--- config.mk ---
export PLATFORM = sky130hd
export DESIGN_NAME = cnn_kernel_ctrl
export DESIGN_NICKNAME = d
export VERILOG_FILES = /design/src/rtl/cnn_kernel_ctrl_pkg.sv /design/src/rtl/cnn_kernel_ctrl.sv
export SDC_FILE = /design/constraint.sdc
export NUM_CORES = 1
export LEC_CHECK = 0
export BUFFER_PORTS_ARGS = -buffer_cell sky130_fd_sc_hd__buf_2
export CAP_MARGIN = 20
export CORE_AREA = 5 5 138 153
export DETAILED_ROUTE_END_ITERATION = 8
export DIE_AREA = 0 0 143 158
export GPL_ROUTABILITY_DRIVEN = 1
export PLACE_DENSITY = 0.85
export SYNTH_ARGS = -nofsm -noshare
export SYNTH_HDL_FRONTEND = slang
export SYNTH_SLANG_ARGS = --single-unit
--- constraint.sdc ---
create_clock -name clk -period 13.36 [get_ports clk]
set_input_delay 0.668 -clock clk [delete_from_list [all_inputs] [get_ports clk]]
set_output_delay 0.668 -clock clk [all_outputs]
set_load 0.03 [all_outputs]
--- src/rtl/cnn_kernel_ctrl_pkg.sv ---
// Shared widths, kernel geometry and FSM encoding for the CNN kernel controller.
// The MAC kernel sits beside the controller, so its operand widths live here too.
package cnn_kernel_ctrl_pkg;

  localparam int I_F_BW = 8;
  localparam int AK_BW  = 2 * I_F_BW + 4;
  localparam int KX     = 3;
  localparam int KY     = 3;
  localparam int D_BW   = 7;
  localparam int A_BW   = 14;

  typedef enum logic [1:0] {
    ST_IDLE  = 2'd0,
    ST_RUN   = 2'd1,
    ST_DRAIN = 2'd2,
    ST_DONE  = 2'd3
  } state_t;

  // Linear tap index inside the 3x3 window, row-major.
  function automatic logic [3:0] tap_index(input logic [1:0] ky, input logic [1:0] kx);
    return 4'(ky) * 4'(KX) + 4'(kx);
  endfunction

endpackage

--- src/rtl/cnn_kernel_ctrl.sv ---
// Streams 3x3 windows of a feature map out of memory into an external MAC kernel
// and forwards the kernel results as an indexed result stream.
module cnn_kernel_ctrl
  import cnn_kernel_ctrl_pkg::*;
(
  input  logic                      clk,
  input  logic                      reset_n,
  input  logic                      i_run,
  input  logic [D_BW-1:0]           i_width,
  input  logic [D_BW-1:0]           i_height,
  output logic                      o_idle,
  output logic                      o_done,
  output logic                      o_rd_en,
  output logic [A_BW-1:0]           o_rd_addr,
  input  logic [I_F_BW-1:0]         i_rd_data,
  output logic                      o_soft_reset,
  output logic                      o_kernel_valid,
  output logic [KX*KY*I_F_BW-1:0]   o_kernel_fmap,
  input  logic                      i_kernel_valid,
  input  logic [AK_BW-1:0]          i_kernel_acc,
  output logic                      o_res_valid,
  output logic [A_BW-1:0]           o_res_addr,
  output logic [AK_BW-1:0]          o_res_data
);

  state_t state, state_next;

  logic [D_BW-1:0] width_q, height_q;
  logic            dims_ok;
  logic [1:0]      kx, ky;
  logic [D_BW-1:0] col, row;
  logic [A_BW-1:0] res_cnt;
  logic            rd_d1;
  logic [3:0]      tap_d1;

  logic            accept, issue, first_slot, last_read;
  logic            kx_last, ky_last, col_last, row_last;
  logic            res_take, res_final;
  logic [A_BW-1:0] rd_addr, res_total;

  assign accept     = (state == ST_IDLE) && i_run;
  assign issue      = (state == ST_RUN) && dims_ok;
  assign kx_last    = (kx == 2'(KX - 1));
  assign ky_last    = (ky == 2'(KY - 1));
  assign col_last   = (col == width_q - D_BW'(3));
  assign row_last   = (row == height_q - D_BW'(3));
  assign last_read  = issue && kx_last && ky_last && col_last && row_last;
  assign first_slot = (kx == 2'd0) && (ky == 2'd0) && (col == '0) && (row == '0);

  assign rd_addr   = (A_BW'(row) + A_BW'(ky)) * A_BW'(width_q) + A_BW'(col) + A_BW'(kx);
  assign res_total = (A_BW'(height_q) - A_BW'(2)) * (A_BW'(width_q) - A_BW'(2));
  assign res_take  = i_kernel_valid && dims_ok && ((state == ST_RUN) || (state == ST_DRAIN));
  assign res_final = res_take && (res_cnt == res_total - A_BW'(1));

  always_ff @(posedge clk or negedge reset_n) begin
    if (!reset_n) state <= ST_IDLE;
    else          state <= state_next;
  end

  always_comb begin
    state_next = state;
    case (state)
      ST_IDLE:  if (i_run) state_next = ST_RUN;
      ST_RUN: begin
        if (!dims_ok)       state_next = ST_DONE;
        else if (last_read) state_next = ST_DRAIN;
      end
      ST_DRAIN: if (res_final) state_next = ST_DONE;
      ST_DONE:  state_next = ST_IDLE;
      default:  state_next = ST_IDLE;
    endcase
  end

  always_comb begin
    o_idle       = 1'b0;
    o_done       = 1'b0;
    o_rd_en      = 1'b0;
    o_soft_reset = 1'b0;
    o_rd_addr    = '0;
    case (state)
      ST_IDLE: o_idle = 1'b1;
      ST_RUN: begin
        o_rd_en      = dims_ok;
        o_soft_reset = first_slot;
        if (dims_ok) o_rd_addr = rd_addr;
      end
      ST_DONE: o_done = 1'b1;
      default: ;
    endcase
  end

  // Window walk: kx fastest, then ky, then column, then row; everything wraps to 0 on the last read.
  always_ff @(posedge clk or negedge reset_n) begin
    if (!reset_n) begin
      width_q  <= '0;
      height_q <= '0;
      dims_ok  <= 1'b0;
      kx       <= '0;
      ky       <= '0;
      col      <= '0;
      row      <= '0;
    end else if (accept) begin
      width_q  <= i_width;
      height_q <= i_height;
      dims_ok  <= (i_width >= D_BW'(3)) && (i_height >= D_BW'(3));
      kx       <= '0;
      ky       <= '0;
      col      <= '0;
      row      <= '0;
    end else if (issue) begin
      if (!kx_last) begin
        kx <= kx + 2'd1;
      end else begin
        kx <= '0;
        if (!ky_last) begin
          ky <= ky + 2'd1;
        end else begin
          ky <= '0;
          if (!col_last) begin
            col <= col + D_BW'(1);
          end else begin
            col <= '0;
            row <= row_last ? '0 : row + D_BW'(1);
          end
        end
      end
    end
  end

  // Read data lands one cycle after the strobe, so the tap index travels with it.
  always_ff @(posedge clk or negedge reset_n) begin
    if (!reset_n) begin
      rd_d1          <= 1'b0;
      tap_d1         <= '0;
      o_kernel_fmap  <= '0;
      o_kernel_valid <= 1'b0;
    end else begin
      rd_d1          <= issue;
      tap_d1         <= tap_index(ky, kx);
      o_kernel_valid <= rd_d1 && (tap_d1 == 4'(KX * KY - 1));
      for (int k = 0; k < KX * KY; k++) begin
        if (rd_d1 && (tap_d1 == 4'(k))) o_kernel_fmap[k*I_F_BW +: I_F_BW] <= i_rd_data;
      end
    end
  end

  always_ff @(posedge clk or negedge reset_n) begin
    if (!reset_n) begin
      res_cnt     <= '0;
      o_res_valid <= 1'b0;
      o_res_addr  <= '0;
      o_res_data  <= '0;
    end else begin
      o_res_valid <= res_take;
      if (accept) begin
        res_cnt <= '0;
      end else if (res_take) begin
        res_cnt    <= res_cnt + A_BW'(1);
        o_res_addr <= res_cnt;
        o_res_data <= i_kernel_acc;
      end
    end
  end

endmodule

Word-level counts from Yosys, hierarchy flattened
Index checks and enable logic that the tools add are counted.

word-level totals
  register bits = 162
  input port bits = 46
  output and inout port bits = 126
  word-level logic and storage cells = 133

operators by class
  add/subtract/negate cells = 14
  multipliers = 3
  $lt $le $gt $ge = 2
  eq/ne operators = 19
  mux-type cells = 31
  bitwise gates (word level) = 1
  reductions and logical operators = 39

operators with widths
  cell                                                 number
  two-way mux 7 bit                                    11
  two-way mux 14 bit                                   4
  logical AND 1 bit                                    22
  two-way mux 2 bit                                    11
  equality test 4 x 3 -> 1 bit, second input constant  4
  subtractor 7 x 2 -> 8 bit, second input constant     2
  adder 14 x 1 -> 14 bit, second input constant        1
  adder 14 x 2 -> 14 bit                               1
  adder 14 x 7 -> 14 bit                               1
  adder 7 x 1 -> 7 bit, second input constant          2
  equality test 14 bit                                 1
  equality test 7 bit                                  2
  >= comparator 7 x 2 -> 1 bit, second input constant  2
  logical NOT 7 bit                                    2
  multiplier 8 x 7 -> 14 bit                           1
  multiplier 8 x 8 -> 14 bit                           1
  subtractor 14 x 1 -> 14 bit, second input constant   1
  subtractor 7 x 2 -> 7 bit, second input constant     2
  nonzero test 2 bit                                   5
  adder 7 x 2 -> 8 bit                                 1
  equality test 2 bit, second input constant           4
  equality test 4 x 2 -> 1 bit, second input constant  2
  one-hot mux 2 bit (4 select lines)                   1
  logical NOT 2 bit                                    3
  other kinds (15)                                     22

Depth between registers and ports, before layout
Gate-level depths: netlist of run 1.

  depth in word-level cells = 9
  gate-level depth with buffers = 26
  mapped depth without buffers = 25

Worst setup path before layout of run 1
Ideal clock, no wire load.

  path type = register to register
  start point = register height_q[1]
  end point = register state[0]
  data arrival time = 6540 ps
  data required time = 13226 ps
  path slack = 6686 ps
  stages on the path, launching flop included = 22
  buffers on the path = 0
  clock period less this slack = 6674 ps
  path through = dfrtp_1 inv_1 ha_1 nand2b_1 nor4_1 nand2_1 fa_1 fa_1 fa_1 inv_1 fa_1 ha_1 ha_1 and3_1 a2111o_1 or4_1 a2111oi_2 nand4_1 a211oi_1 nand4bb_1 a2111oi_1 nor3_1

between the ends
  cells in the longest elaborated chain, start to end = 7
  elaborated cells on any way between the ends = 11

RTL lines
  element                            RTL line                RTL
  from (decl)                        cnn_kernel_ctrl.sv:28   logic [D_BW-1:0] width_q, height_q;
  from (signal assigned)             cnn_kernel_ctrl.sv:104  height_q <= i_height;
  subtractor 7 x 2 -> 8 bit          cnn_kernel_ctrl.sv:51   assign res_total = (A_BW'(height_q) - A_BW'(2)) * (A_BW'(width_q) - A_BW'(2));
  multiplier 8 x 8 -> 14 bit         cnn_kernel_ctrl.sv:51
  subtractor 14 x 1 -> 14 bit        cnn_kernel_ctrl.sv:53   assign res_final = res_take && (res_cnt == res_total - A_BW'(1));
  equality test 14 bit               cnn_kernel_ctrl.sv:53
  logical AND 1 bit                  cnn_kernel_ctrl.sv:53
  != test 2 bit (no line)            n/a
  AND reduction 3 bit (no line) (*)  n/a
  to (signal assigned)               cnn_kernel_ctrl.sv:57   else state <= state_next;
  to (decl)                          cnn_kernel_ctrl.sv:26   state_t state, state_next;

Mark *: on every way between the ends. The rest lies on a longest branch, timed or not.
A chain may end at the register's enable or synchronous reset.

Worst setup path after layout of run 1
  start point = register width_q[1]
  end point = register state[0]

between the ends
  cells in the longest elaborated chain, start to end = 7
  elaborated cells on any way between the ends = 12

RTL lines
  element                            RTL line                RTL
  from (decl)                        cnn_kernel_ctrl.sv:28
  from (signal assigned)             cnn_kernel_ctrl.sv:103  width_q <= i_width;
  subtractor 7 x 2 -> 8 bit          cnn_kernel_ctrl.sv:51
  multiplier 8 x 8 -> 14 bit         cnn_kernel_ctrl.sv:51
  subtractor 14 x 1 -> 14 bit        cnn_kernel_ctrl.sv:53
  equality test 14 bit               cnn_kernel_ctrl.sv:53
  logical AND 1 bit                  cnn_kernel_ctrl.sv:53
  != test 2 bit (no line)            n/a
  AND reduction 3 bit (no line) (*)  n/a

Marked as above.

==> reports/metrics.yaml, run 1 <==
worst_setup_path:
  start_kind: "register"
  slowest_stage: "fa_1"
  crit_chain: "inv_1, ha_1, nand2_1, xnor2_1, nand2_1, fa_1, fa_1, fa_1, inv_1, fa_1, ha_1, ha_1, and3_1, a2111o_1, or4_1, a2111oi_2, nand4_1, a211oi_1, nand4bb_1, a2111oi_1, nor3_1"
  crit_fanout: 15
  critical_path_required_ns: 13.66
  critPathKind: "register to register"
  crit_top_cell: "fa_1"
  reg2reg_depth: 21
  r2r-end: "state[0]"
  arrival_ns: 7.44
  critPathCaptureType: "register"
  path_buf_inv: 2
  cpPeakStageDelay_ns: 0.59
  r2r_setup_slack_ns: 6.21
  reg2reg_from: "width_q[1]"
  crit_family: "adder cells"
clock_tree:
  ctsResizeCount: 0
  post_cts_buffers: 0
  clk_latency_ns: 0.43
  cts.htree.levels: 4
  cts_tree: "yes"
  clock-sinks: 162
  cts_root_buf: "clkbuf_16"
  clk_path_buf_depth: 2
  clk_pin_slew_worst_paths_ns: 0.08
  postCtsHoldBufs: 0
  numCtsBuffers: 17
place:
  dp_hpwl_um: 20850
  place.gp.congestion: 0.8929
  portBuffers: 171
sta:
  skew_ns: 0.01895
  setup_violations: 0
  fin_hold_ws_ns: 0.2879
  relSlewSlack_pct: 37.56
  period_minus_slack_ns: 7.145
  worst-slew-pin-transition_ns: 0.9367
  final_hold_viol_count: 0
  slew_viol_final: 0
  tns_ns: 0
  fin_crit_sh_pct: 53.48
  grt_setup_unrepaired: "false"
  fmax_ghz: 0.1400
synth:
  synth-compound-area-share_pct: 4.359
  synth-seq-cells: 162
  syn_nets: 1373
  syn_area_sq_mm: 0.01194
  synthMuxAreaShare_pct: 9.514
  yosysUniqueCellTypes: 62
  ys_seq_area_share_pct: 33.95
  synth-edff-count: 0
  synth_top_family_by_area: "adder cells"
  synth_warnings: 0
  async_reset_ff_share_pct: 100.0
  synth_top_area_share_pct: 33.95
  syn-instance-count: 1144
  netlist_top_cells_area: "dfrtp_1 (34%), fa_1 (15%), ha_1 (9.6%), mux2_2 (9.3%), nand2_1 (4.8%)"
  avgSynthCellArea_sq_um: 10.44
  synth_ff_type: "dfrtp_1"
  synth_xor_area_share_pct: 7.073
  synth_adder_area_share_pct: 24.90
  synth_area_leader_cell: "dfrtp_1"
  yosys.area_share.simple_pct: 14.92
finish:
  fin_nets: 1533
  areaGrowthSynthToFinish_pct: 14.24
  drive_above_1_share_pct: 24.68
  final_util_pct: 69.86
  n_antenna_cell: 0
min_path:
  hp-class: "input pin to async pin"
drt:
  first_iter_violations: 701
  routed_wl_um: 27680
  drt_pre_antenna_iters: 5
  drc_errors: 0
  num_vias: 8819
  vias_per_cell: 5.621
  drt-wirelength-per-cell_um: 17.64
  postRouteAntennaNets: 0
global_route:
  grt_usage_pct: 25.15
  antenna_found_initial: 0
  grt_max_degree: 91
  grt_pass1_vias: 9457
  grt_pass1_wl_um: 45350
  overflow: 0
floorplan:
  rows: 54
  fp.dieH_um: 158
  coreArea_sq_mm: 0.01953
  dieArea_sq_mm: 0.02259
  die_w_um: 143
  floorplan.initialDensity_pct: 61.16
  io_pins: 172
outcome:
  status: "completed"
flow_run:
  cap_violations: 0
[cell usage in the layout (no fill, tap or decap), types with 4 or more instances in the layout]
| cell type | n |
|---|---|
| nand2b_1 | 16 |
| nand3_1 | 18 |
| or2_2 | 5 |
| nor2b_1 | 12 |
| ha_1 | 92 |
| and3_1 | 13 |
| nor4_1 | 5 |
| and2_1 | 35 |
| buf_4 | 4 |
| xnor2_1 | 59 |
| nor2_1 | 49 |
| clkinv_8 | 7 |
| nor3_1 | 14 |
| clkbuf_16 | 17 |
| nand3b_1 | 4 |
| xor2_1 | 33 |
| fa_1 | 91 |
| inv_6 | 4 |
| o21ai_0 | 18 |
| dfrtp_1 | 162 |
| buf_2 | 172 |
| inv_1 | 125 |
| a21o_1 | 5 |
| o21bai_1 | 6 |
| mux2_2 | 99 |
| nor3b_1 | 5 |
| a21oi_1 | 24 |
| nand2_1 | 153 |
| nand4_1 | 10 |
| or3_1 | 4 |
[final cells by class]
type                    instances  area, sq um
fillers                      1410         5884
repair buffers                177        902.1
clock inverters                15        210.2
well taps                     252        315.3
clock buffers                  17        425.4
inverters                     127        476.7
multi-input cells             819         7258
flip-flops and latches        162         4054
[layer usage]
metal | track usage, % | share of wire [%]
met2 | 45.39 | 54
met1 | 30.16 | 37
met3 | 3.595 | 5.2
met5 | 0 | 0
met4 | 10.41 | 3.5
[cell families (layout without fill, tap and decap cells)]
family | Yosys count | after routing
and+or+nand+nor | 361 | 361
adders and majority gates | 183 | 183
buffers and inverters | 163 | 336
DFF | 162 | 162
muxes | 101 | 101
xor gates and xnor gates | 94 | 94
AOI/OAI and AO/OA | 80 | 80
[state kept, by name (all words and copies together) (netlist names), 2 cells and up]
register / count
col: 7
height_q: 7
kx: 2
ky: 2
o_kernel_fmap: 72
o_res_addr: 14
o_res_data: 20
res_cnt: 14
row: 7
state: 2
tap_d1: 4
width_q: 7
[cell usage after synthesis (3+ instances only)]
cell type	number
dfrtp_1	162
nand2_1	153
inv_1	125
mux2_2	99
ha_1	92
fa_1	91
xnor2_1	59
nor2_1	50
and2_1	35
xor2_1	33
clkbuf_1	30
a21oi_1	24
nand3_1	18
o21ai_0	18
nand2b_1	16
nor3_1	14
and3_1	13
nor2b_1	12
nand4_1	10
o21bai_1	6
a21o_1	5
nor3b_1	5
nor4_1	5
or2_2	5
buf_2	4
nand3b_1	4
or3_1	4
a211o_1	3
a211oi_1	3
o21ai_1	3
o31ai_1	3
[worst max path at each step]
stage | from | end | cells after the start
CTS | width_q[1] | state[0] | 21
global route | width_q[1] | state[0] | 21
global placement | width_q[1] | state[0] | 21
finish | width_q[1] | state[0] | 21
detailed placement | width_q[1] | state[0] | 21
floorplan | height_q[1] | state[0] | 21
[stage by stage]
stage | instances | setup WS [ns] | instance area, sq um
5_1_grt | 1569 | 5.907 | 13640
3_3_place_gp | 1535 | 6.609 | 13000
4_1_cts | 1567 | 6.288 | 13630
2_1_floorplan | 1144 | 6.686 | 11940
6_report | 1569 | 6.215 | 13640
3_5_place_dp | 1535 | 6.338 | 13000
Power of run 1 is not shown: default switching activity piles up to over one toggle a cycle in this logic, so the estimate is an artifact.
==> run 2: changes to the inputs <==
--- a/config.mk
+++ b/config.mk
@@ -7,11 +7,11 @@
 export LEC_CHECK = 0
 export BUFFER_PORTS_ARGS = -buffer_cell sky130_fd_sc_hd__buf_2
 export CAP_MARGIN = 20
-export CORE_AREA = 5 5 138 153
+export CORE_AREA = 5 5 150 166
 export DETAILED_ROUTE_END_ITERATION = 8
-export DIE_AREA = 0 0 143 158
+export DIE_AREA = 0 0 155 171
 export GPL_ROUTABILITY_DRIVEN = 1
-export PLACE_DENSITY = 0.85
+export PLACE_DENSITY = 0.77
 export SYNTH_ARGS = -nofsm -noshare
 export SYNTH_HDL_FRONTEND = slang
 export SYNTH_SLANG_ARGS = --single-unit
==> constraint.sdc (replaced) <==
create_clock -name clk -period 5.8 [get_ports clk]
set_input_delay 0.29 -clock clk [delete_from_list [all_inputs] [get_ports clk]]
set_output_delay 0.29 -clock clk [all_outputs]
set_load 0.03 [all_outputs]
==> run 2 against run 1 <==
  * The flow now finishes with violations (setup timing)
  * Maximum frequency up 14%
  * Global-route usage down 3.2 points
  * Via count up 4.5%
  * Core utilization down 5.4 points
  * Cell count up 9.4%
  * Sequential share of layout area down 2.6 points
  * Die area up 17%
  * Non-clock buffer count up 95
  * Design area up 9.8%
  * Critical endpoint unchanged
==> reports/metrics.yaml, run 2 (same netlist as run 1, synthesis figures left out) <==
sta:
  final_hold_viol_count: 0  # unchanged
  setup_violations: 2  # +2
  worst-slew-pin-transition_ns: 0.9096  # -0.02702 ns
  tns_ns: -0.8155  # -0.8155 ns
  relSlewSlack_pct: 39.21  # +1.7 points
  skew_ns: 0.01082  # -0.008132 ns
  fmax_ghz: 0.1598  # +14%
  period_minus_slack_ns: 6.258  # -0.8873 ns
  grt_setup_unrepaired: "true"
  fin_crit_sh_pct: 107.9  # +54 points
  layout_setup_ws_ns: -0.4581  # -6.673 ns
  slew_viol_final: 0  # unchanged
clock_tree:
  clk_path_buf_depth: 2  # unchanged
  clock-sinks: 162  # unchanged
  cts_tree: "yes"
  cts.htree.levels: 4  # unchanged
  clk_latency_ns: 0.42  # about the same
  cts_root_buf: "clkbuf_16"
  numCtsBuffers: 17  # unchanged
  clk_pin_slew_worst_paths_ns: 0.07  # about the same
flow_run:
  cap_violations: 0  # unchanged
finish:
  num-fill-cells: 1767  # +25%
  final_cell_mix: "buf_2 (167), dfrtp_1 (159), nand2_1 (150)"
  drive_above_1_share_pct: 34.66  # +10 points
  areaGrowthSynthToFinish_pct: 25.48
  final_util_pct: 64.44  # -5.4 points
  n_antenna_cell: 0  # unchanged
  largest_reg_flops: 72  # unchanged
  fin_nets: 1628  # +6.2%
  regMostFlops: "o_kernel_fmap"
  reg_top3: "o_kernel_fmap: 72 flops, o_res_data: 20 flops"
  layout_commonest_cell: "buf_2"
worst_setup_path:
  slowest_stage: "fa_1"
  r2r_setup_slack_ns: -0.46  # -6.67 ns
  r2r-end: "state[0]"
  critPathCaptureType: "register"
  cp_num_cells: 19  # -9.5%
  crit_path_start: "width_q[1]"
  crit_top_cell: "fa_1"
  cpPeakStageDelay_ns: 0.57  # -0.02 ns
  critPathKind: "register to register"
  cp-endpoint: "state[0]"
  arrival_ns: 6.54  # -0.90 ns
  reg2reg_depth: 19  # -9.5%
  crit_family: "adder cells"
  path_buf_inv: 1  # -1
  crit_chain: "or3_4, xnor2_4, nand2_1, fa_1, fa_1, fa_1, inv_1, fa_1, ha_4, ha_4, and3_4, a2111o_1, or4_4, a2111oi_4, nand4_1, a211oi_2, nand4bb_1, a2111oi_4, nor3_2"
  critical_path_required_ns: 6.09  # -7.57 ns
  start_kind: "register"
  reg2reg_from: "width_q[1]"
  crit_fanout: 7  # -8
global_route:
  grt_pass1_vias: 9425  # -0.34%
  grt_pass1_wl_um: 47470  # +4.7%
  overflow: 0  # unchanged
  antenna_found_initial: 0  # unchanged
  grt_max_degree: 110  # +21%
  grt_usage_pct: 21.92  # -3.2 points
drt:
  routed_wl_um: 29030  # +4.9%
  postRouteAntennaNets: 0  # unchanged
  drc_errors: 0  # unchanged
  vias_per_cell: 5.373  # -4.4%
  first_iter_violations: 372  # -47%
  drt_pre_antenna_iters: 5  # unchanged
  drt-wirelength-per-cell_um: 16.92  # -4.1%
  num_vias: 9220  # +4.5%
outcome:
  violations: "setup timing"
  status: "finished with violations"
place:
  place.gp.congestion: 0.8932  # about the same
  dp_hpwl_um: 21140  # +1.4%
  place_ws_ns: -0.6216  # -6.959 ns
  portBuffers: 171  # unchanged
floorplan:
  io_pins: 172  # unchanged
  die_w_um: 155  # +8.4%
  dieArea_sq_mm: 0.02651  # +17%
  coreArea_sq_mm: 0.02325  # +19%
  fp.dieH_um: 171  # +8.2%
  rows: 59  # +9.3%
  floorplan.initialDensity_pct: 51.35  # -9.8 points
min_path:
  hp-class: "input pin to register"
run 2: timing repair:
| item | in CTS | in global routing |
|---|---|---|
| hold buffers | 0 | 1 |
| pin swaps | 29 | 42 |
| buffers inserted | 11 | 11 |
| cloned | 0 | 0 |
| endpoints found under the hold margin | 0 | 18 |
| endpoints found under the setup margin | 6 | 5 |
| resized for setup | 40 | 32 |
run 2: worst register-to-register path: stages (launching register included):
cell	delay (ns)
dfrtp_1	0.41
or3_4	0.43
xnor2_4	0.24
nand2_1	0.12
fa_1	0.57
fa_1	0.46
fa_1	0.54
inv_1	0.05
fa_1	0.48
ha_4	0.30
ha_4	0.20
and3_4	0.18
a2111o_1	0.40
or4_4	0.43
a2111oi_4	0.19
nand4_1	0.15
a211oi_2	0.19
nand4bb_1	0.23
a2111oi_4	0.45
nor3_2	0.09
run 2: area by class of cell:
class                      instances  area [sq um]  share of cell area, %
sequential                       162          4058                  27.08
tap                              305         381.6                  2.547
clock inverter                    14         188.9                  1.261
inverter                         127         479.2                  3.198
multi-input combinational        819          7780                  51.92
clock buffer                      17         425.4                  2.839
timing repair buffer             272          1672                  11.16
run 2: layer usage:
layer	up-vias	global-route usage, %	wire, um
li1	4247	-	-
met1	4623	28.04	11680
met2	313	39.02	15090
met3	37	3.719	1786
met4	0	5.223	477
met5	-	0	0
run 2: worst min path at each step:
stage	cells past startpoint	slack [ns]	from	end
after detailed placement	2	0.48	o_kernel_fmap[71]	o_kernel_fmap[71]
after global placement	2	0.47	o_kernel_fmap[71]	o_kernel_fmap[71]
final	3	0.07	i_height[3]	height_q[3]
after global routing	3	0.08	i_height[3]	height_q[3]
after CTS	1	0.04	reset_n	o_res_data[8]
after floorplan	0	-0.006	reset_n	col[0]
run 2: stage by stage:
stage	hold slack [ns]	instances	area, sq um
2_1_floorplan	-0.005591	1144	12120
3_3_place_gp	0.4665	1659	13760
3_5_place_dp	0.4754	1660	13770
4_1_cts	0.03836	1702	14690
5_1_grt	0.07501	1716	14980
6_report	0.07425	1716	14980
Power of run 2 is left out for the same reason.
==> run 3: changes to the inputs <==
--- a/config.mk
+++ b/config.mk
@@ -7,11 +7,11 @@
 export LEC_CHECK = 0
 export BUFFER_PORTS_ARGS = -buffer_cell sky130_fd_sc_hd__buf_2
 export CAP_MARGIN = 20
-export CORE_AREA = 5 5 150 166
+export CORE_AREA = 5 5 138 153
 export DETAILED_ROUTE_END_ITERATION = 8
-export DIE_AREA = 0 0 155 171
+export DIE_AREA = 0 0 143 158
 export GPL_ROUTABILITY_DRIVEN = 1
-export PLACE_DENSITY = 0.77
+export PLACE_DENSITY = 0.85
 export SYNTH_ARGS = -nofsm -noshare
 export SYNTH_HDL_FRONTEND = slang
 export SYNTH_SLANG_ARGS = --single-unit
==> constraint.sdc (replaced) <==
create_clock -name clk -period 7.7 [get_ports clk]
set_input_delay 0.385 -clock clk [delete_from_list [all_inputs] [get_ports clk]]
set_output_delay 0.385 -clock clk [all_outputs]
set_load 0.03 [all_outputs]
==> run 3 against run 2 <==
  * The flow now finishes without violations
  * Via count is 5.6% lower
  * Cell count is 8.5% lower
  * Global-route usage is 2.9 points higher
  * Worst setup slack better by 1.1 ns
  * Critical path depth stayed put
  * Maximum frequency is 12% lower
  * Critical endpoint unchanged
  * Highest routed layer is now met5
==> reports/metrics.yaml, run 3 (same netlist as run 1, synthesis figures left out) <==
outcome:
  status: "completed"
finish:
  areaGrowthSynthToFinish_pct: 14.08
  largest_reg_flops: 72  # unchanged
  num-fill-cells: 1419  # -20%
  regMostFlops: "o_kernel_fmap"
  multi_input_area_sq_mm: 0.007258  # -6.7%
  reg_top3: "o_kernel_fmap: 72 flops, o_res_data: 20 flops"
  n_antenna_cell: 0  # unchanged
  fin_nets: 1534  # -5.8%
  layout_commonest_cell: "buf_2"
  seqCellArea_sq_mm: 0.004054  # about the same
  fin_cells: 1570  # -8.5%
  final_cell_mix: "buf_2 (171), dfrtp_1 (162), nand2_1 (153)"
  final_util_pct: 69.77  # +5.3 points
  drive_above_1_share_pct: 24.73  # -9.9 points
sta:
  skew_ns: 0.01817  # +0.007349 ns
  tns_ns: 0  # +0.8155 ns
  worst-slew-pin-transition_ns: 0.9323  # +0.02271 ns
  fmax_ghz: 0.1413  # -12%
  period_minus_slack_ns: 7.078  # +0.8202 ns
  fin_crit_sh_pct: 91.93  # -16 points
  grt_setup_unrepaired: "false"
  final_hold_viol_count: 0  # unchanged
  setup_violations: 0  # -2
  layout_setup_ws_ns: 0.6217  # +1.080 ns
  slew_viol_final: 0  # unchanged
  relSlewSlack_pct: 37.84  # -1.4 points
place:
  placed_cells: 1536  # -7.5%
  portBuffers: 171  # unchanged
  dp_hpwl_um: 20430  # -3.4%
  place.gp.congestion: 0.9025  # +1.0%
  place_ws_ns: 0.6843  # +1.306 ns
clock_tree:
  clk_latency_ns: 0.43  # about the same
  post_cts_buffers: 0  # -11
  numCtsBuffers: 17  # unchanged
  cts.htree.levels: 4  # unchanged
  cts_root_buf: "clkbuf_16"
  ctsResizeCount: 0  # -100%
  clk_pin_slew_worst_paths_ns: 0.08  # about the same
  cts_tree: "yes"
  clk_path_buf_depth: 2  # unchanged
  postCtsHoldBufs: 0  # unchanged
  clock-sinks: 162  # unchanged
worst_setup_path:
  critPathKind: "register to register"
  cpPeakStageDelay_ns: 0.65  # +0.08 ns
  critical_path_required_ns: 8.01  # +1.92 ns
  crit_fanout: 17  # +10
  slowest_stage: "xnor2_1"
  arrival_ns: 7.38  # +0.84 ns
  crit_top_cell: "fa_1"
  start_kind: "register"
  crit_chain: "or3_4, xnor2_1, nand2_1, fa_1, fa_1, fa_1, inv_1, fa_1, ha_1, ha_1, and3_1, a2111o_1, or4_1, a2111oi_2, nand4_1, a211oi_1, nand4bb_1, a2111oi_1, nor3_1"
  critPathCaptureType: "register"
drt:
  routed_wl_um: 27170  # -6.4%
  vias_per_cell: 5.542  # +3.1%
  first_iter_violations: 590  # +59%
  drt-wirelength-per-cell_um: 17.30  # +2.3%
  postRouteAntennaNets: 0  # unchanged
  drt_pre_antenna_iters: 6  # +1
  drc_errors: 0  # unchanged
  num_vias: 8701  # -5.6%
global_route:
  grt_pass1_vias: 9074  # -3.7%
  overflow: 0  # unchanged
  grt_max_degree: 91  # -17%
  grt_usage_pct: 24.78  # +2.9 points
  antenna_found_initial: 1  # +1
  grt_pass1_wl_um: 44750  # -5.7%
floorplan:
  dieArea_sq_mm: 0.02259  # -15%
  io_pins: 172  # unchanged
  die_w_um: 143  # -7.7%
  floorplan.initialDensity_pct: 61.16  # +9.8 points
  coreArea_sq_mm: 0.01953  # -16%
  fp.dieH_um: 158  # -7.6%
  rows: 54  # -8.5%
min_path:
  hp-class: "input pin to async pin"
flow_run:
  cap_violations: 0  # unchanged
==> run 3: changes by cell type in the layout (fill, tap and decap cells not counted), moves of 7 or more <==
cell	previous run	this run
buf_4	97	5
ha_1	76	92
ha_4	15	0
inv_1	117	125
a21oi_1	17	24
fa_1	84	91
fa_2	7	0
inv_2	8	1
==> run 3: final cells by class <==
| cell class | instances | share of cell area, % |
|---|---|---|
| Multi-Input combinational cell | 819 | 53.28 |
| Sequential cell | 162 | 29.76 |
| Timing Repair Buffer | 178 | 6.695 |
| Inverter | 127 | 3.499 |
| Clock buffer | 17 | 3.123 |
| Tap cell | 252 | 2.314 |
| Clock inverter | 15 | 1.332 |
==> run 3: final timing paths <==
kind,endpoint,slack (ns),cells after the start,start
max,state[0],0.62,19,width_q[3]
max in group asynchronous,res_cnt[7],6.23,2,reset_n
min in group clk,height_q[6],0.16,3,i_height[6]
min reg2reg,o_kernel_fmap[71],0.49,2,o_kernel_fmap[71]
max reg2reg,state[0],0.62,19,width_q[3]
min,o_kernel_fmap[24],0.03,1,reset_n
==> run 3: worst max-delay path, delay by kind of cell, from the launching register on <==
kind / cells / cell delay, ns
flops: 1 / 0.58
xor+xnor: 1 / 0.65
simple gates: 7 / 1.72
compound gates: 4 / 1.22
fa+ha+maj: 6 / 2.74
buf+inv: 1 / 0.05
==> run 3: metal layers <==
| metal | routed length [um] | global-route usage, % | vias up |
|---|---|---|---|
| li1 | - | - | 4047 |
| met1 | 10460 | 29.87 | 4320 |
| met2 | 14580 | 44.72 | 274 |
| met3 | 1260 | 3.988 | 58 |
| met4 | 853 | 9.235 | 2 |
| met5 | 13 | 0 | - |
==> run 3: stage by stage <==
stage          cell area (sq um)  hold WS (ns)
3_5_place_dp               13000        0.4741
5_1_grt                    13620       0.07438
6_report                   13620       0.03208
4_1_cts                    13610       0.04485
2_1_floorplan              11940       0.08941
3_3_place_gp               13000        0.4524
Power of run 3 is left out for the same reason.
